--- src/rtl/reg_clear_sequencer_pkg.sv ---
// Shared types and helpers for the register-clear sequencer: FSM state encoding,
// quarter geometry and the per-quarter occupancy reduction.
package reg_clear_sequencer_pkg;

    localparam int REG_CLR_QUARTERS = 4;
    localparam int REG_CLR_QWIDTH   = 8;

    typedef enum logic [1:0] {
        IDLE  = 2'd0,
        CLEAR = 2'd1,
        DONE  = 2'd2
    } reg_clr_state_e;

    // One bit per quarter: set when any register in that quarter is to be cleared.
    function automatic logic [REG_CLR_QUARTERS-1:0] quarter_nonzero(input logic [31:0] m);
        logic [REG_CLR_QUARTERS-1:0] r;
        for (int q = 0; q < REG_CLR_QUARTERS; q++) begin
            r[q] = |m[q*REG_CLR_QWIDTH +: REG_CLR_QWIDTH];
        end
        return r;
    endfunction

endpackage

--- src/rtl/reg_clear_sequencer_quarter_picker.sv ---
// Combinational picker: selects the NR_PORTS lowest set quarters of the pending
// vector (ascending, one per port) and reports what is left afterwards.
module reg_clear_quarter_picker
    import reg_clear_sequencer_pkg::*;
#(
    parameter int NR_PORTS = 2
) (
    input  logic [REG_CLR_QUARTERS-1:0]      pending,
    output logic [NR_PORTS-1:0]              pick_valid,
    output logic [NR_PORTS-1:0][1:0]         pick_idx,
    output logic [REG_CLR_QUARTERS-1:0]      remaining
);

    // rank[q] = number of set pending bits strictly below quarter q
    logic [REG_CLR_QUARTERS-1:0][2:0] rank;

    always_comb begin
        logic [2:0] acc;
        acc  = 3'd0;
        rank = '0;
        for (int q = 0; q < REG_CLR_QUARTERS; q++) begin
            rank[q] = acc;
            acc     = acc + {2'b00, pending[q]};
        end
    end

    genvar gi;
    generate
        for (gi = 0; gi < NR_PORTS; gi++) begin : g_port
            logic       hit;
            logic [1:0] idx;
            always_comb begin
                hit = 1'b0;
                idx = 2'd0;
                for (int q = 0; q < REG_CLR_QUARTERS; q++) begin
                    if (pending[q] && (rank[q] == 3'(gi))) begin
                        hit = 1'b1;
                        idx = 2'(q);
                    end
                end
            end
            assign pick_valid[gi] = hit;
            assign pick_idx[gi]   = idx;
        end

        for (gi = 0; gi < REG_CLR_QUARTERS; gi++) begin : g_rem
            assign remaining[gi] = pending[gi] & (rank[gi] >= 3'(NR_PORTS));
        end
    endgenerate

endmodule

--- src/rtl/reg_clear_sequencer.sv ---
// Sequences a 32-bit register-clear mask into per-port quarter beats and reports completion.
// Optional build macro REG_CLEAR_PERF_EN adds the cleared-register counter output.
module reg_clear_sequencer
    import reg_clear_sequencer_pkg::*;
#(
    parameter int NR_PORTS      = 2,
    parameter int TRANS_ID_BITS = 3
) (
    input  logic                          clk_i,
    input  logic                          rst_ni,
    input  logic                          flush_i,
    input  logic                          req_valid_i,
    output logic                          req_ready_o,
    input  logic [31:0]                   req_mask_i,
    input  logic                          req_fpr_i,
    input  logic [TRANS_ID_BITS-1:0]      req_trans_id_i,
    output logic [NR_PORTS-1:0]           clr_o,
    output logic [NR_PORTS-1:0][7:0]      mask_o,
    output logic [NR_PORTS-1:0][1:0]      quarter_o,
    output logic                          fpr_o,
    output logic                          busy_o,
    output logic                          done_valid_o,
    output logic [TRANS_ID_BITS-1:0]      done_trans_id_o
`ifdef REG_CLEAR_PERF_EN
    ,
    output logic [31:0]                   cleared_cnt_o
`endif
);

    localparam logic [1:0] ST_IDLE  = IDLE;
    localparam logic [1:0] ST_CLEAR = CLEAR;
    localparam logic [1:0] ST_DONE  = DONE;

    logic [1:0]                   state_reg;
    logic [REG_CLR_QUARTERS-1:0]  pending_reg;
    logic [31:0]                  mask_reg;
    logic                         fpr_reg;
    logic [TRANS_ID_BITS-1:0]     id_reg;

    logic [31:0]                  req_mask_eff;
    logic [REG_CLR_QUARTERS-1:0]  req_pending;
    logic [NR_PORTS-1:0]          pick_valid;
    logic [NR_PORTS-1:0][1:0]     pick_idx;
    logic [REG_CLR_QUARTERS-1:0]  remaining;
    logic                         beat_en;

    // x0 is hard-wired zero in the GPR file, so it never needs a clear beat.
    assign req_mask_eff = {req_mask_i[31:1], req_mask_i[0] & req_fpr_i};
    assign req_pending  = quarter_nonzero(req_mask_eff);

    reg_clear_quarter_picker #(
        .NR_PORTS (NR_PORTS)
    ) u_picker (
        .pending    (pending_reg),
        .pick_valid (pick_valid),
        .pick_idx   (pick_idx),
        .remaining  (remaining)
    );

    assign beat_en = (state_reg == ST_CLEAR) & ~flush_i;

    genvar gi;
    generate
        for (gi = 0; gi < NR_PORTS; gi++) begin : g_beat
            logic clr;
            assign clr            = beat_en & pick_valid[gi];
            assign clr_o[gi]      = clr;
            assign mask_o[gi]     = clr ? mask_reg[{pick_idx[gi], 3'b000} +: REG_CLR_QWIDTH] : 8'h00;
            assign quarter_o[gi]  = clr ? pick_idx[gi] : 2'd0;
        end
    endgenerate

    assign req_ready_o     = (state_reg == ST_IDLE) & ~flush_i;
    assign busy_o          = (state_reg != ST_IDLE);
    assign fpr_o           = (state_reg != ST_IDLE) & fpr_reg;
    assign done_valid_o    = (state_reg == ST_DONE) & ~flush_i;
    assign done_trans_id_o = done_valid_o ? id_reg : '0;

    always_ff @(posedge clk_i) begin
        if (!rst_ni) begin
            state_reg   <= ST_IDLE;
            pending_reg <= '0;
            mask_reg    <= '0;
            fpr_reg     <= 1'b0;
            id_reg      <= '0;
        end else if (flush_i) begin
            state_reg   <= ST_IDLE;
            pending_reg <= '0;
        end else begin
            case (state_reg)
                ST_IDLE: begin
                    if (req_valid_i) begin
                        mask_reg    <= req_mask_eff;
                        fpr_reg     <= req_fpr_i;
                        id_reg      <= req_trans_id_i;
                        pending_reg <= req_pending;
                        state_reg   <= (req_pending != '0) ? ST_CLEAR : ST_DONE;
                    end
                end
                ST_CLEAR: begin
                    pending_reg <= remaining;
                    if (remaining == '0) begin
                        state_reg <= ST_DONE;
                    end
                end
                ST_DONE: state_reg <= ST_IDLE;
                default: state_reg <= ST_IDLE;
            endcase
        end
    end

`ifdef REG_CLEAR_PERF_EN
    logic [31:0] cnt_reg;
    logic [5:0]  beat_bits;
    logic [32:0] cnt_sum;

    // mask_o is already zero on idle ports and in flushed cycles.
    always_comb begin
        beat_bits = '0;
        for (int k = 0; k < NR_PORTS; k++) begin
            for (int b = 0; b < REG_CLR_QWIDTH; b++) begin
                beat_bits = beat_bits + {5'b0, mask_o[k][b]};
            end
        end
    end

    assign cnt_sum = {1'b0, cnt_reg} + {27'b0, beat_bits};

    always_ff @(posedge clk_i) begin
        if (!rst_ni) begin
            cnt_reg <= '0;
        end else begin
            cnt_reg <= cnt_sum[32] ? '1 : cnt_sum[31:0];
        end
    end

    assign cleared_cnt_o = cnt_reg;
`endif

endmodule

--- config.mk ---
export PLATFORM = sky130hd
export DESIGN_NAME = reg_clear_sequencer
export DESIGN_NICKNAME = d
export VERILOG_FILES = /design/src/rtl/reg_clear_sequencer_pkg.sv /design/src/rtl/reg_clear_sequencer_quarter_picker.sv /design/src/rtl/reg_clear_sequencer.sv
export SDC_FILE = /design/constraint.sdc
export NUM_CORES = 1
export LEC_CHECK = 0
export ABC_AREA = 1
export CAP_MARGIN = 20
export CORE_MARGIN = 8
export CORE_UTILIZATION = 30
export CTS_BUF_LIST = sky130_fd_sc_hd__clkbuf_8
export DETAILED_ROUTE_END_ITERATION = 8
export PLACE_DENSITY = 0.6
export SYNTH_ARGS = -nofsm -noshare
export SYNTH_HDL_FRONTEND = slang
export SYNTH_HIERARCHICAL = 1
export SYNTH_SLANG_ARGS = --single-unit
--- constraint.sdc ---
create_clock -name clk_i -period 2.2 [get_ports clk_i]
set_input_delay 0.33 -clock clk_i [delete_from_list [all_inputs] [get_ports clk_i]]
set_output_delay 0.33 -clock clk_i [all_outputs]
set_load 0.03 [all_outputs]
Word-level counts from Yosys, hierarchy flattened. Cells that the tools add are included.

Add/subtract/negate cells: 2. Order comparisons: 3. Eq/ne operators: 6. Shift-type cells: 2. Mux-type cells: 24. Bitwise operators: 12. Reductions and logical operators: 22.

Operator list (number): 32-bit by 6-bit indexed part select with 8-bit output (2); 8-bit OR reduction (4); 2-bit two-way mux (9); 8-bit two-way mux (2); 1-bit AND (10); 3-bit zero test (3); 1-bit two-way mux (9); 4-bit case mux with 2 select lines (1); 3-bit by 1-bit == test with 1-bit output (second input constant) (2); 3-bit by 2-bit >= comparator with 1-bit output (second input constant) (2); 1-bit logical AND (6); 4-bit zero test (1); 4-bit two-way mux (1); 2-bit case mux with 2 select lines (1); 2-bit AND reduction (2); 2-bit nonzero test (2); 4-bit nonzero test (1); 3-bit by 1-bit adder with 3-bit output (1); 3-bit two-way mux (1); 3-bit AND reduction (1); 1-bit by 1-bit adder with 2-bit output (1); 2-bit by 1-bit == test with 1-bit output (second input constant) (1); 2-bit == test (second input constant) (1); 1-bit by 2-bit >= comparator with 1-bit output (second input constant) (1); 5 further kinds (6).

Bits in registers: 42. Input bits: 40.

Depth between registers and ports, before layout. Gate-level depths: netlist (run 1).

Depth in word-level cells: 7. Depth in mapped cells: 12. Gate-level depth less buffers: 11.

By module. Netlist (run 1), hierarchy kept.

Modules (own cells, without submodules): reg_clear_sequencer (instances 1, cells an instance 341, area an instance 2239.6 sq um); reg_clear_quarter_picker (instances 1, cells an instance 37, area an instance 216.5 sq um).

Worst setup path after synthesis (run 1). No wires, ideal clock.

Kind: register -> output. Start point: register pending_reg[0]. End point: output port mask_o[0] (netlist name). Arrival: 2379 ps. Required time: 1870 ps. Path slack: -509 ps. Stages on the path, launching flop included: 13. Path buffers: 1. Cell sequence: dfxtp_1 > inv_1 > ha_1 > ha_1 > ha_1 > nor2_1 > nand2_1 > nand2_1 > buf_2 > clkinv_1 > a21oi_1 > o21ai_0 > a21oi_1.

RTL lines: start: declaration (RTL line reg_clear_sequencer.sv:35) `logic [REG_CLR_QUARTERS-1:0] pending_reg;`; start signal: assignment (RTL line reg_clear_sequencer.sv:96) `pending_reg <= req_pending;`; start signal: assignment (RTL line reg_clear_sequencer.sv:101) `pending_reg <= remaining;`; end: declaration (RTL line reg_clear_sequencer.sv:18) `output logic [NR_PORTS-1:0][7:0] mask_o,`.

==> reports/results.ini, run 1 <==
[logic_synthesis]
ys_ff_latch = 42
syn_area_um2 = 2460
synth_fa_ha_area_share_pct = 3.36
synthSimpleGateAreaFrac_pct = 17.7
synth_compound_area_share_pct = 31.4
synth_top_family_by_area = compound AO/OA/AOI/OAI gates
synth.mux.area_fraction_pct = 0
yosysWarnings = 6
synth_area_leaders = dfxtp_1 34%, a21oi_1 18%, o21ai_0 12%
ys_types = 22
syn_area_per_cell_um2 = 6.50
synth_top_area_share_pct = 34.2
yosysSeqAreaShare_pct = 34.2
synthCells = 378
synth_xor_area_share_pct = 0
synth.largest_area_cell = dfxtp_1

[global_routing]
gr-max-usage-layer = met2
grt_pass1_vias = 2914
grtUsageTotal_pct = 16.0
grt_pass1_wl_mm = 14.7
overflow = 0
antenna_found_initial = 0
grt_use_met1_pct = 18.9
grt_max_degree = 57
use_met3_pct = 4.17
grt_use_met2_pct = 27.7

[place]
port_buffers = 68
place_ws_ns = -0.280
dp.final_hpwl_mm = 6.52
gp_congestion = 0.897
dpl_cell_area_um2 = 3600

[clock_network]
tritoncts = yes
cts_max_level = 2
clock-sinks = 42
cts_buffers = 5
clockBufferDepth = 2
root_buffer = clkbuf_8
ctsHoldBuffers = 0
clkTransAtPathRegs_ns = 0.08
clk_latency_ns = 0.29

[status]
run_status = finished with violations
violations = negative setup slack

[routing]
routed_wl_mm = 9.32
ant_nets = 0
wl_per_cell_um = 16.2
vias = 2849
drt-initial-drc-count = 96
dr.pass1.iters = 4
drc_errors = 0
viasPerCell = 4.96

[sta]
finalHoldViolCount = 0
min_period_ns = 2.78
fmax_ghz = 0.360
worst_slack_ns = -0.577
hold_ws_ns = 0.455
rsz0062_at_grt = yes
setup-tns-final_ns = -10.76
setup_viol = 22
skew_ns = 0.00327
maxSlewViolCount = 0
min_period_over_period_pct = 126

[floorplan]
io-pin-count = 69
start_util_pct = 30.3
core_area_um2 = 8090
row_count = 33
dieArea_um2 = 11300
die_w_um = 106
die_height_um = 106

[final_layout]
finish.instance_area_um2 = 4360
diodes = 0
multi_input_area_um2 = 1910
register_area_um2 = 843
largest_reg_flops = 32
final_layout_size_suffix_gt1_share_pct = 38.8
area_growth_pct = 77.5
final_cell_mix = 45 x a21oi_1, 42 x clkdlybuf4s50_1, 40 x dfxtp_1
fillers = 774
final_common_cell = a21oi_1
fin_nets = 514

[critical_path]
cp-startpoint = pending_reg[1]$_SDFFE_PP0P_
worstPathMaxFanout = 4
path_class = register to output port
endpoint = mask_o[15]
required_ns = 1.87
r2r_start = pending_reg[1]$_SDFFE_PP0P_
reg2reg_depth = 9
crit_path_start_kind = register
r2r_end = state_reg[1]$_SDFFE_PP0P_
rrSetupSlack_ns = 0.29
worstSetupEndpointType = output port
cp.arrival_ns = 2.45

[power]
power_mw = 2.02
vdd_ir_drop_max_uv = 283
p_leak_nw = 1.55
power.density_nw_per_um2 = 463

[min_path]
hp-class = register to register

[flow_run]
maxCapViolCount = 0

==> cell type report <==
| class | instances | share of cell area [%] |
|---|---|---|
| multi-input combinational | 264 | 43.8 |
| sequential | 42 | 19.3 |
| timing repair inverter | 3 | 0.574 |
| timing repair buffer | 106 | 26.7 |
| clock inverter | 3 | 0.402 |
| inverter | 46 | 4.53 |
| clock buffer | 5 | 1.58 |
| tap | 105 | 3.01 |
==> layer usage <==
metal  vias to the layer above  wire length, um  share of wire (%)
met5                         -                0                  0
met4                         0              159                1.7
met3                        10              471                5.1
met2                        71             4730                 51
met1                      1341             3960                 42
li1                       1427                -                  -
==> critical path, cell delays in order, from the launching register on <==
cell     delay, ns
dfxtp_2       0.34
buf_6         0.12
fa_2          0.58
inv_1         0.05
nor2_2        0.10
nand2_2       0.11
buf_4         0.16
nand2_2       0.06
nand3_2       0.10
buf_4         0.21
a21oi_2       0.17
buf_6         0.16
==> report_power, final <==
part	switching, mW	internal, mW	total [mW]
Combinational	0.384	0.307	0.691
Clock	0.273	0.220	0.492
Sequential	0.0300	0.805	0.835
Total	0.687	1.33	2.02
==> Yosys cell counts <==
cell type and instances:
a21oi_1 90, dfxtp_1 42, ha_1 5, o21ai_0 60, nor2_1 35, o31ai_1 1
inv_2 3, buf_4 7, nand3_1 20, conb_1 1, nor2_2 3, clkbuf_1 11
nor2_4 1, buf_6 2, a211oi_2 1, inv_1 39, nand2_1 43, nor3_1 1
fa_1 1, clkinv_1 4, or2_2 1, buf_2 7
==> metrics by stage <==
| stage | std cells | utilization, % |
|---|---|---|
| 2_1_floorplan | 379 | - |
| 3_3_place_gp | 553 | 44.5 |
| 3_5_place_dp | 553 | 44.5 |
| 4_1_cts | 571 | 51.4 |
| 5_1_grt | 574 | 53.9 |
| 6_report | 574 | 53.9 |
==> repair_timing <==
item	4_1_cts	5_1_grt
endpoints found under the setup margin	22	22
gates cloned	5	0
pin swaps	23	16
resized for setup	93	37
setup buffers	5	3
==> kinds of logic after synthesis <==
group                    after synthesis
AO/OA/AOI/OAI                        152
AND/OR/NAND/NOR                      104
buffers and inverters                 73
flip-flops                            42
adder cells (fa/ha/maj)                6
other                                  1
==> how the worst min path moves through the flow <==
stage                                start                endpoint  slack [ns]  cells after the start
global route        id_reg[2]$_SDFFE_PN0P_  id_reg[2]$_SDFFE_PN0P_        0.47                      2
CTS                 id_reg[2]$_SDFFE_PN0P_  id_reg[2]$_SDFFE_PN0P_        0.46                      2
detailed placement  id_reg[2]$_SDFFE_PN0P_  id_reg[2]$_SDFFE_PN0P_        0.45                      2
floorplan             fpr_reg$_SDFFE_PN0P_    fpr_reg$_SDFFE_PN0P_        0.43                      2
global placement    id_reg[0]$_SDFFE_PN0P_  id_reg[0]$_SDFFE_PN0P_        0.44                      2
finish              id_reg[2]$_SDFFE_PN0P_  id_reg[2]$_SDFFE_PN0P_        0.46                      2
No activity file was read; power rests on OpenSTA's default activity.
==> inputs of run 2 (changes only) <==
--- a/config.mk
+++ b/config.mk
@@ -7,9 +7,10 @@
 export LEC_CHECK = 0
 export ABC_AREA = 1
 export CAP_MARGIN = 20
-export CORE_MARGIN = 8
+export CORE_MARGIN = 2
 export CORE_UTILIZATION = 30
 export CTS_BUF_LIST = sky130_fd_sc_hd__clkbuf_8
+export CTS_CLUSTER_DIAMETER = 40
 export DETAILED_ROUTE_END_ITERATION = 8
 export PLACE_DENSITY = 0.6
 export SYNTH_ARGS = -nofsm -noshare
==> run 2 against run 1 <==
Compared with the run above:
- the flow still finishes with violations (negative setup slack)
- sequential power hardly changed
- clock skew is 0.0016 ns higher
- flip-flop and latch count stayed put
- first-iteration DRC count is 69% higher
- register-to-register slack better by 0.05 ns
- non-clock buffer count is 4 higher
- sequential share of layout area hardly changed
- clock power is 24% higher
- worst hold slack better by 0.0026 ns
- fmax is 2.5% higher
- total power is 5.8% higher
- via count is 0.53% lower
- critical endpoint is now mask_o[8]
- largest power group unchanged
==> reports/results.ini, run 2 (same netlist as run 1, synthesis figures left out) <==
[sta]
setup-tns-final_ns = -9.02  ; +1.74 ns
min_period_ns = 2.71  ; -0.0675 ns
rsz0062_at_grt = yes
skew_ns = 0.00483  ; +0.00156 ns
maxSlewViolCount = 0  ; unchanged
worst_slack_ns = -0.510  ; +0.0675 ns
hold_ws_ns = 0.458  ; +0.00261 ns
min_period_over_period_pct = 123  ; -3.1 points
setup_viol = 22  ; unchanged
finalHoldViolCount = 0  ; unchanged
fmax_ghz = 0.369  ; +2.5%

[routing]
wl_per_cell_um = 15.1  ; -7.2%
viasPerCell = 4.93  ; -0.70%
drc_errors = 0  ; unchanged
drt-initial-drc-count = 162  ; +69%
dr.pass1.iters = 4  ; unchanged
routed_wl_mm = 8.67  ; -7.0%
vias = 2834  ; -0.53%
ant_nets = 0  ; unchanged

[final_layout]
diodes = 0  ; unchanged
final_layout_size_suffix_gt1_share_pct = 39.8  ; +0.98 points
utilization_pct = 54.3  ; +0.40 points
fin_nets = 515  ; +0.19%
area_growth_pct = 78.9
largest_reg_flops = 32  ; unchanged
final_cell_mix = 42 x a21oi_1, 42 x clkdlybuf4s50_1, 40 x dfxtp_1

[clock_network]
root_buffer = clkbuf_8
clockBufferDepth = 2  ; unchanged
cts_buffers = 5  ; unchanged
tritoncts = yes
clock-sinks = 42  ; unchanged
clkTransAtPathRegs_ns = 0.09  ; about the same
ctsHoldBuffers = 0  ; unchanged
clk_latency_ns = 0.29  ; about the same
cts_max_level = 2  ; unchanged

[status]
violations = negative setup slack
run_status = finished with violations

[critical_path]
worstSetupEndpointType = output port
cpMostUsedCell = nand2_2
rrSetupSlack_ns = 0.34  ; +0.05 ns
crit_path_start_kind = register
worstPathCellList = fa_1, inv_1, nor2_2, nand2_2, nand2_2, inv_4, buf_8, a21oi_2, o21ai_2, a21oi_4, buf_6
cpPeakStageDelay_ns = 0.60  ; +0.02 ns
worstPathMaxFanout = 7  ; +3
path_class = register to output port
cp.arrival_ns = 2.38  ; -0.07 ns
crit_family = adder cells
crit_path_top_delay_cell = fa_1
required_ns = 1.87  ; about the same
critPathBufInv = 4  ; -1

[floorplan]
io-pin-count = 69  ; unchanged
core_area_um2 = 8090  ; unchanged
dieArea_um2 = 8930  ; -21%
start_util_pct = 30.3  ; unchanged
row_count = 33  ; unchanged
die_height_um = 94.5  ; -11%
die_w_um = 94.5  ; -11%

[global_routing]
grt_pass1_wl_mm = 13.0  ; -12%
grt_max_degree = 57  ; unchanged
antenna_found_initial = 0  ; unchanged
grt_pass1_vias = 2592  ; -11%
overflow = 0  ; unchanged
grtUsageTotal_pct = 19.0  ; +3.0 points

[min_path]
hp-class = register to register

[place]
port_buffers = 68  ; unchanged
gp_congestion = 0.860  ; -4.1%
dp.final_hpwl_mm = 6.09  ; -6.6%

[power]
power.density_nw_per_um2 = 486  ; +5.0%
vdd_ir_drop_max_uv = 315  ; +11%
p_leak_nw = 1.56  ; +0.86%
power_mw = 2.13  ; +5.8%

[flow_run]
maxCapViolCount = 0  ; unchanged

==> run 2: cell types whose count changed in the layout (fill, tap and decap cells not counted), sizes merged <==
cell      before  now
clkbuf         5    7
buf           63   66
clkinv         7    3
clkinvlp       0    1
bufbuf         1    0
bufinv         0    1
inv           45   44
==> run 2: tightest hold or removal path: cells and delay by family, from the launching register on <==
family | cells | cell delay (ns)
AO/OA/AOI/OAI | 1 | 0.06
flip-flops | 1 | 0.30
buffers and inverters | 1 | 0.06
==> run 2: per-stage QoR <==
| stage | setup WS [ns] | std cells | area, um2 |
|---|---|---|---|
| 3_5_place_dp | -0.292 | 555 | 3610 |
| 6_report | -0.510 | 575 | 4390 |
| 3_3_place_gp | -0.239 | 555 | 3610 |
| 2_1_floorplan | -0.0972 | 379 | 2800 |
| 5_1_grt | -0.572 | 575 | 4390 |
| 4_1_cts | -0.451 | 572 | 4210 |
==> run 2: power by group <==
part / internal (mW) / switching, mW / leakage (nW)
clock network: 0.334 / 0.276 / 0.0556
logic: 0.309 / 0.380 / 1.16
registers: 0.804 / 0.0317 / 0.346
total: 1.45 / 0.688 / 1.56
==> run 2: cell type report <==
class,count,area (um2)
Sequential cell,42,848
Clock inverter,3,41.3
Timing Repair Buffer,110,1190
Tap cell,105,131
Inverter,46,198
Fill cell,757,3700
Clock buffer,5,68.8
Multi-Input combinational cell,264,1920
==> run 2: path summary, 6_finish.rpt <==
kind                               startpoint                   endpoint  cells past startpoint
hold / removal         id_reg[2]$_SDFFE_PN0P_     id_reg[2]$_SDFFE_PN0P_                      2
setup / recovery  pending_reg[1]$_SDFFE_PP0P_                  mask_o[8]                     11
hold reg to reg        id_reg[2]$_SDFFE_PN0P_     id_reg[2]$_SDFFE_PN0P_                      2
setup reg to reg  pending_reg[1]$_SDFFE_PP0P_  state_reg[1]$_SDFFE_PP0P_                      8
==> run 2: repair_timing <==
| item | 4_1_cts | 5_1_grt |
|---|---|---|
| setup endpoints to repair | 22 | 22 |
| gates cloned | 1 | 3 |
| pin swaps | 25 | 10 |
| resized for setup | 101 | 25 |
| buffers inserted | 8 | 0 |
==> run 2: per-layer routing <==
layer | vias up | GRT usage, % | routed length (um) | share of wire, %
li1 | 1435 | - | - | -
met1 | 1326 | 24.3 | 3840 | 44
met2 | 65 | 33.3 | 4280 | 49
met3 | 8 | 3.11 | 410 | 4.7
met4 | 0 | 4.59 | 133 | 1.5
met5 | - | 0 | 0 | 0
==> inputs of run 3 (changes only) <==
--- a/config.mk
+++ b/config.mk
@@ -10,9 +10,10 @@
 export CORE_MARGIN = 2
 export CORE_UTILIZATION = 30
 export CTS_BUF_LIST = sky130_fd_sc_hd__clkbuf_8
-export CTS_CLUSTER_DIAMETER = 40
+export CTS_CLUSTER_DIAMETER = 120
 export DETAILED_ROUTE_END_ITERATION = 8
 export PLACE_DENSITY = 0.6
+export REMOVE_ABC_BUFFERS = 1
 export SYNTH_ARGS = -nofsm -noshare
 export SYNTH_HDL_FRONTEND = slang
 export SYNTH_HIERARCHICAL = 1
==> run 3 against run 2 <==
Compared with the run above:
- the run still ends with negative setup slack left
- core utilization is 3.7 points lower
- first-iteration DRC count is 2.5% lower
- register-to-register slack worse by 0.03 ns
- largest cell class unchanged
- critical endpoint is now mask_o[13]
==> reports/results.ini, run 3 (same netlist as run 1, synthesis figures left out) <==
[status]
run_status = finished with violations
violations = negative setup slack

[power]
p_leak_nw = 1.46  ; -6.7%
vdd_ir_drop_max_uv = 200  ; -37%
power.density_nw_per_um2 = 482  ; -0.78%

[global_routing]
grt_pass1_vias = 2741  ; +5.7%
antenna_found_initial = 0  ; unchanged
grt_pass1_wl_mm = 13.2  ; +1.7%
grt_max_degree = 57  ; unchanged
overflow = 0  ; unchanged
grtUsageTotal_pct = 19.0  ; about the same

[final_layout]
finish.instance_area_um2 = 4100  ; -6.8%
utilization_pct = 50.6  ; -3.7 points
final_common_cell = a21oi_1
area_growth_pct = 66.7
diodes = 0  ; unchanged
final_layout_size_suffix_gt1_share_pct = 35.1  ; -4.7 points
fin_nets = 507  ; -1.6%
largest_reg_flops = 32  ; unchanged
final_cell_mix = 53 x a21oi_1, 42 x clkdlybuf4s50_1, 40 x dfxtp_1

[critical_path]
crit_path_top_delay_cell = fa_2
path_class = register to output port
required_ns = 1.87  ; about the same
worstPathCellList = buf_6, fa_2, inv_2, nor2_2, nand2_2, nand2_2, inv_4, buf_12, a21oi_2, o21ai_2, a21oi_4, buf_6
critPathBufInv = 5  ; +1
cp.arrival_ns = 2.53  ; +0.15 ns
crit_family = adder cells
worstSetupEndpointType = output port
crit_path_start_kind = register
worstPathMaxFanout = 8  ; +1
cpPeakStageDelay_ns = 0.60  ; about the same

[clock_network]
cts_max_level = 2  ; unchanged
cts_buffers = 5  ; unchanged
clock-sinks = 42  ; unchanged
root_buffer = clkbuf_8
clk_latency_ns = 0.30  ; about the same
tritoncts = yes
clockBufferDepth = 2  ; unchanged
clkTransAtPathRegs_ns = 0.09  ; about the same
ctsHoldBuffers = 0  ; unchanged

[min_path]
hp-class = register to register

[floorplan]
dieArea_um2 = 8930  ; unchanged
start_util_pct = 30.3  ; unchanged
row_count = 33  ; unchanged
die_height_um = 94.5  ; unchanged
io-pin-count = 69  ; unchanged
core_area_um2 = 8090  ; unchanged
die_w_um = 94.5  ; unchanged

[sta]
worst_slack_ns = -0.662  ; -0.153 ns
min_period_ns = 2.86  ; +0.153 ns
setup-tns-final_ns = -12.31  ; -3.29 ns
maxSlewViolCount = 0  ; unchanged
skew_ns = 0.00932  ; +0.00449 ns
hold_ws_ns = 0.455  ; -0.00334 ns
min_period_over_period_pct = 130  ; +6.9 points
worst_pin_slew_ns = 0.609
fmax_ghz = 0.349  ; -5.3%
setup_viol = 22  ; unchanged
rsz0062_at_grt = yes
finalHoldViolCount = 0  ; unchanged
max-slew-margin-rel_pct = 59.4

[routing]
drt-initial-drc-count = 158  ; -2.5%
vias = 2873  ; +1.4%
dr.pass1.iters = 4  ; unchanged
viasPerCell = 5.07  ; +2.8%
wl_per_cell_um = 16.0  ; +6.2%
drc_errors = 0  ; unchanged
ant_nets = 0  ; unchanged
routed_wl_mm = 9.08  ; +4.7%

[place]
dpl_cell_area_um2 = 3270  ; -9.5%
gp_congestion = 0.852  ; -0.97%
port_buffers = 68  ; unchanged
dp.final_hpwl_mm = 5.80  ; -4.8%

[flow_run]
maxCapViolCount = 0  ; unchanged

-- run 3: worst paths after layout --
path	end	startpoint	slack, ns	cells past startpoint
max reg2reg	state_reg[1]$_SDFFE_PP0P_	pending_reg[0]$_SDFFE_PP0P_	0.31	9
max	mask_o[13]	pending_reg[0]$_SDFFE_PP0P_	-0.66	12
min reg2reg	id_reg[0]$_SDFFE_PN0P_	id_reg[0]$_SDFFE_PN0P_	0.45	2
min	id_reg[0]$_SDFFE_PN0P_	id_reg[0]$_SDFFE_PN0P_	0.45	2
-- run 3: metrics by stage --
step | total power [mW] | setup WS (ns) | std cells
2_1_floorplan | 1.05 | -0.531 | 352
4_1_cts | 1.88 | -0.515 | 564
6_report | 1.97 | -0.662 | 567
3_5_place_dp | 1.26 | -0.387 | 552
3_3_place_gp | 1.25 | -0.347 | 552
5_1_grt | 2.06 | -0.709 | 567
-- run 3: worst register-to-register path: stages (launching register included) --
cell	delay, ns
dfxtp_2	0.33
buf_6	0.12
fa_2	0.40
buf_4	0.15
nand2_1	0.05
inv_1	0.05
or2_2	0.27
o31ai_1	0.26
nand3_1	0.10
nor2_1	0.10
-- run 3: repair_timing --
| item | CTS | global route |
|---|---|---|
| pin swaps | 24 | 18 |
| endpoints found under the hold margin | 0 | 0 |
| setup buffers | 3 | 4 |
| gates cloned | 2 | 0 |
| gates resized for setup | 131 | 70 |
| setup endpoints to repair | 22 | 22 |
-- run 3: final cells by class --
type / instances / area [um2]
inverters: 46 / 195
flip-flops and latches: 42 / 843
repair buffers: 101 / 1040
repair inverters: 1 / 6.26
fillers: 795 / 4000
clock inverters: 2 / 12.5
multi-input cells: 264 / 1790
well taps: 105 / 131
clock buffers: 6 / 82.6
-- run 3: power by group --
part / internal [mW] / leakage [nW] / switching (mW)
logic: 0.243 / 1.07 / 0.353
registers: 0.805 / 0.345 / 0.0273
clock network: 0.253 / 0.0472 / 0.293
-- run 3: layer usage --
metal  global-route usage [%]  part of all wire [%]  vias to the layer above
li1                         -                     -                     1413
met1                     23.5                    42                     1347
met2                     33.6                    52                       94
met3                     2.63                   3.7                       19
met4                     6.88                   2.5                        0
met5                        0                     0                        -
==> edit 1, RTL diff (settings of run 1) <==
The option `REG_CLEAR_PERF_EN` is turned on by a define.
--- a/src/rtl/reg_clear_sequencer.sv
+++ b/src/rtl/reg_clear_sequencer.sv
@@ -1,5 +1,7 @@
 // Sequences a 32-bit register-clear mask into per-port quarter beats and reports completion.
 // Optional build macro REG_CLEAR_PERF_EN adds the cleared-register counter output.
+`define REG_CLEAR_PERF_EN
+
 module reg_clear_sequencer
     import reg_clear_sequencer_pkg::*;
 #(
Function (old outputs only; new: cleared_cnt_o): kept (equiv_simple and equiv_induct, registers matched by name and starting in step).
==> edit 1 against run 1 <==
  * The flow still finishes with violations (negative setup slack)
  * Final area grew 98%
  * Clock power grew 130%
  * Combinational power grew 17%
  * Setup slack lost 2.7 ns
  * Sequential cell count grew 32
  * Wire length grew 100%
  * Total power grew 67%
  * Area after synthesis grew 110%
  * Non-clock buffer count grew 157
  * Critical path type is now register to register
  * Critical endpoint is now cleared_cnt_o[21]$_SDFF_PN0_
  * Largest cell class unchanged
==> edit 1: results (changes against run 1) <==
| Metric | Value |
|---|---|
| Status | finished with violations |
| Failing checks | negative setup slack |
| Max stage delay on crit path | 0.60 ns (+0.02 ns) |
| Port buffer count | 100 (+47%) |
| Post-Route Setup TNS | -120.75 ns (-109.99 ns) |
| Share of layout cells above drive strength 1 | 35.3% (-3.5 points) |
| Vias per cell | 4.69 (-5.4%) |
| CP endpoint | cleared_cnt_o[21]$_SDFF_PN0_ |
| Total iterations of the first detailed-routing run | 7 (+3) |
| Sw Pwr | 1.02 mW (+49%) |
| Met2 GRT Util | 29.4% (+1.6 points) |
| Placed Cells | 1180 (+110%) |
| Peak VDD IR | 0.265 mV (-6.7%) |
| 1st-iter DRT viols | 329 (+240%) |
| Yosys cell types | 33 (+50%) |
| Layout Nets | 1083 (+110%) |
| Detailed Route WL | 18.7 mm (+100%) |
| Hold EP | fpr_reg$_SDFFE_PN0P_ |
| Synth top cells by count | nand2_1, inv_1, nor2_1 |
| Number of global-route vias before repair | 5936 (+100%) |
| Setup WS post-layout | -3.26 ns (-2.68 ns) |
| Gpl congestion | 0.888 (-1.0%) |
| Post-synthesis sequential area ratio | 28.9% (-5.4 points) |
| CP top delay family | adder cells |
| Mapped Cells | 772 (+100%) |
| Largest cells by area after synthesis | dfxtp_1, nand2_1, inv_1 |
| M3 GR Usage | 4.28% (+0.10 points) |
| Minimum hold slack | 0.459 ns (+0.00362 ns) |
| Setup Fix Bufs, Post-CTS | 44 (+39) |
| Comb pwr | 0.810 mW (+17%) |
| Metal3 WL | 952 microns (+100%) |
| Final setup viols | 54 (+150%) |
| Worst-path fanout max | 8 (+4) |
| Compound-gate portion of the synthesized area | 16.7% (-15 points) |
| Met2 Routed Length | 9.17 mm (+94%) |
| M1 WL | 8.15 mm (+110%) |
| Met1 Resource Use GR | 20.8% (+2.0 points) |
[edit 1: cell types whose count changed after synthesis, moves of 18 or more]
cell	change
a21oi_1	-18
dfxtp_1	+32
nand3_1	+28
nand2_1	+121
nor2_1	+42
inv_1	+93
[edit 1: cell families (layout without fill, tap and decap cells)]
family | count (synthesis) | after routing
AOI/OAI and AO/OA | 155 | 155
other | 1 | 2
xor gates and xnor gates | 10 | 10
adders and majority gates | 26 | 26
and+or+nand+nor | 340 | 340
buffers and inverters | 166 | 414
DFF | 74 | 74
[edit 1: final cells by class]
class / instances / area [sq um] / share of cell area, %
multi-input cells: 533 / 3520 / 40.7
repair buffers: 263 / 2590 / 30.0
flip-flops and latches: 74 / 1480 / 17.2
inverters: 134 / 546 / 6.31
well taps: 225 / 282 / 3.26
clock buffers: 11 / 151 / 1.75
clock inverters: 4 / 51.3 / 0.593
repair inverters: 2 / 20.0 / 0.231
==> edit 2, RTL diff (config.mk and constraints of run 1) <==
Without the edit above. `NR_PORTS` is set to 2 in 2 places; all go to 4.
--- a/src/rtl/reg_clear_sequencer_quarter_picker.sv
+++ b/src/rtl/reg_clear_sequencer_quarter_picker.sv
@@ -3,7 +3,7 @@
 module reg_clear_quarter_picker
     import reg_clear_sequencer_pkg::*;
 #(
-    parameter int NR_PORTS = 2
+    parameter int NR_PORTS = 4
 ) (
     input  logic [REG_CLR_QUARTERS-1:0]      pending,
     output logic [NR_PORTS-1:0]              pick_valid,
--- a/src/rtl/reg_clear_sequencer.sv
+++ b/src/rtl/reg_clear_sequencer.sv
@@ -3,7 +3,7 @@
 module reg_clear_sequencer
     import reg_clear_sequencer_pkg::*;
 #(
-    parameter int NR_PORTS      = 2,
+    parameter int NR_PORTS      = 4,
     parameter int TRANS_ID_BITS = 3
 ) (
     input  logic                          clk_i,
Interface: changed (resized clr_o, mask_o and quarter_o); port bits go from 69 to 91. The function was not compared with the original's and may differ.
==> edit 2 against run 1 <==
  * The run still ends with negative setup slack left
  * Via count grew 29%
  * Fmax grew 3.3%
  * Sequential cell count is the same
  * Sequential share of layout area shrank 4.1 points
  * Setup slack gained 0.089 ns
  * Final area grew 27%
  * Area after synthesis grew 25%
  * Critical path depth grew 1
  * Total power shrank 1.9%
  * Combinational power shrank 4.5%
  * First-iteration DRC count grew 88%
  * Clock power shrank 3%
  * Register-to-register slack gained 0.06 ns
  * Wire length grew 30%
==> edit 2: results (changes against run 1) <==
| Metric | Value |
|---|---|
| Final setup viols | 44 (+100%) |
| Hold EP | id_reg[0]$_SDFFE_PN0P_ |
| Yosys cell types | 24 (+9.1%) |
| CTS Buffer Depth | 2 (unchanged) |
| P_clk | 0.475 mW (-3%) |
| Place WS | -0.265 ns (+0.0153 ns) |
| CP arrival | 2.36 ns (-0.09 ns) |
| Number of global-route vias before repair | 3610 (+24%) |
| Ys flop type | dfxtp_1 |
| YS warnings | 6 (unchanged) |
| CTS Root Buffer Type | clkbuf_8 |
| Flop2flop setup slack | 0.35 ns (+0.06 ns) |
| Port buffer count | 90 (+32%) |
| Largest register FFs | 32 (unchanged) |
| Adder-Cell Fraction of Synth Area | 3.10% (-0.26 points) |
| Worst-path fanout max | 9 (+5) |
| Worst reg2reg path depth | 10 (+1) |
| Share of layout cells above drive strength 1 | 44.6% (+5.8 points) |
| CP endpoint | mask_o[4] |
| Comb pwr | 0.660 mW (-4.5%) |
| N_diodes | 0 (unchanged) |
| Post-synth ARST share | 0% (unchanged) |
| Peak VDD IR | 0.304 mV (+7.4%) |
| Compound-gate portion of the synthesized area | 38.4% (+7.1 points) |
| Largest net degree at the start of global routing | 34 (-40%) |
| Post-DP HPWL | 9.15 mm (+40%) |
| Mapped Cells | 493 (+30%) |
| Detailed Route WL | 12.1 mm (+30%) |
| Clock Pin Slew Worst Setup and Hold Paths | 0.08 ns (about the same) |
| Setup WS post-layout | -0.488 ns (+0.0893 ns) |
| LEAKAGE | 1.92 nW (+24%) |
| WL/cell | 16.5 microns (+1.5%) |
| Synth top cells by count | a21oi_1, o21ai_0, nand2_1 |
| Hold_sp | id_reg[0]$_SDFFE_PN0P_ |
| Largest cells by area after synthesis | dfxtp_1, a21oi_1, o21ai_0 |
| Post-Route Setup TNS | -17.16 ns (-6.40 ns) |
| Minimum hold slack | 0.454 ns (-0.00133 ns) |
| Sw Ratio | 34.4% (+0.37 points) |
| First-pass GRT wire length | 18.5 mm (+26%) |
| Gpl congestion | 0.847 (-5.6%) |
| 1st-iter DRT viols | 180 (+88%) |
| Sw Pwr | 0.681 mW (-0.88%) |
| DR vias | 3671 (+29%) |
| Layout Nets | 644 (+25%) |
| Placed Cells | 715 (+29%) |
| Critical R2R Launch | pending_reg[1]$_SDFFE_PP0P_ |
| Post-synthesis sequential area ratio | 27.4% (-6.8 points) |
| Failing checks | negative setup slack |
| Max stage delay on crit path | 0.61 ns (+0.03 ns) |
| Status | finished with violations |
| Post-Route Skew | 0.00786 ns (+0.00460 ns) |
| DP Area | 4680 sq um (+30%) |
| Total iterations of the first detailed-routing run | 4 (unchanged) |
| CP top delay family | adder cells |
| Aggregate global-route resource usage | 17.1% (+1.2 points) |
-- edit 2: final cells by class --
| type | count | area (sq um) |
|---|---|---|
| fill | 943 | 4590 |
| multi-input combinational | 358 | 2600 |
| timing repair buffer | 138 | 1570 |
| sequential | 42 | 845 |
| inverter | 50 | 270 |
| tap | 136 | 170 |
| clock buffer | 5 | 68.8 |
| timing repair inverter | 2 | 20.0 |
| clock inverter | 2 | 10.0 |
-- edit 2: routing by layer --
metal	part of all wire, %	routed length (microns)	vias to the layer above	GRT usage (%)
li1	-	-	1858	-
met1	46	5500	1721	21.7
met2	48	5740	86	29.1
met3	6.1	735	6	3.54
met4	0.81	98	0	4.10
met5	0	0	-	0
-- edit 2: what timing repair did --
item	CTS	global route
pin swaps	37	23
setup endpoints to repair	44	44
resized for setup	130	44
hold buffers	0	0
buffers inserted	4	1
cloned	5	1
hold endpoints to repair	0	0
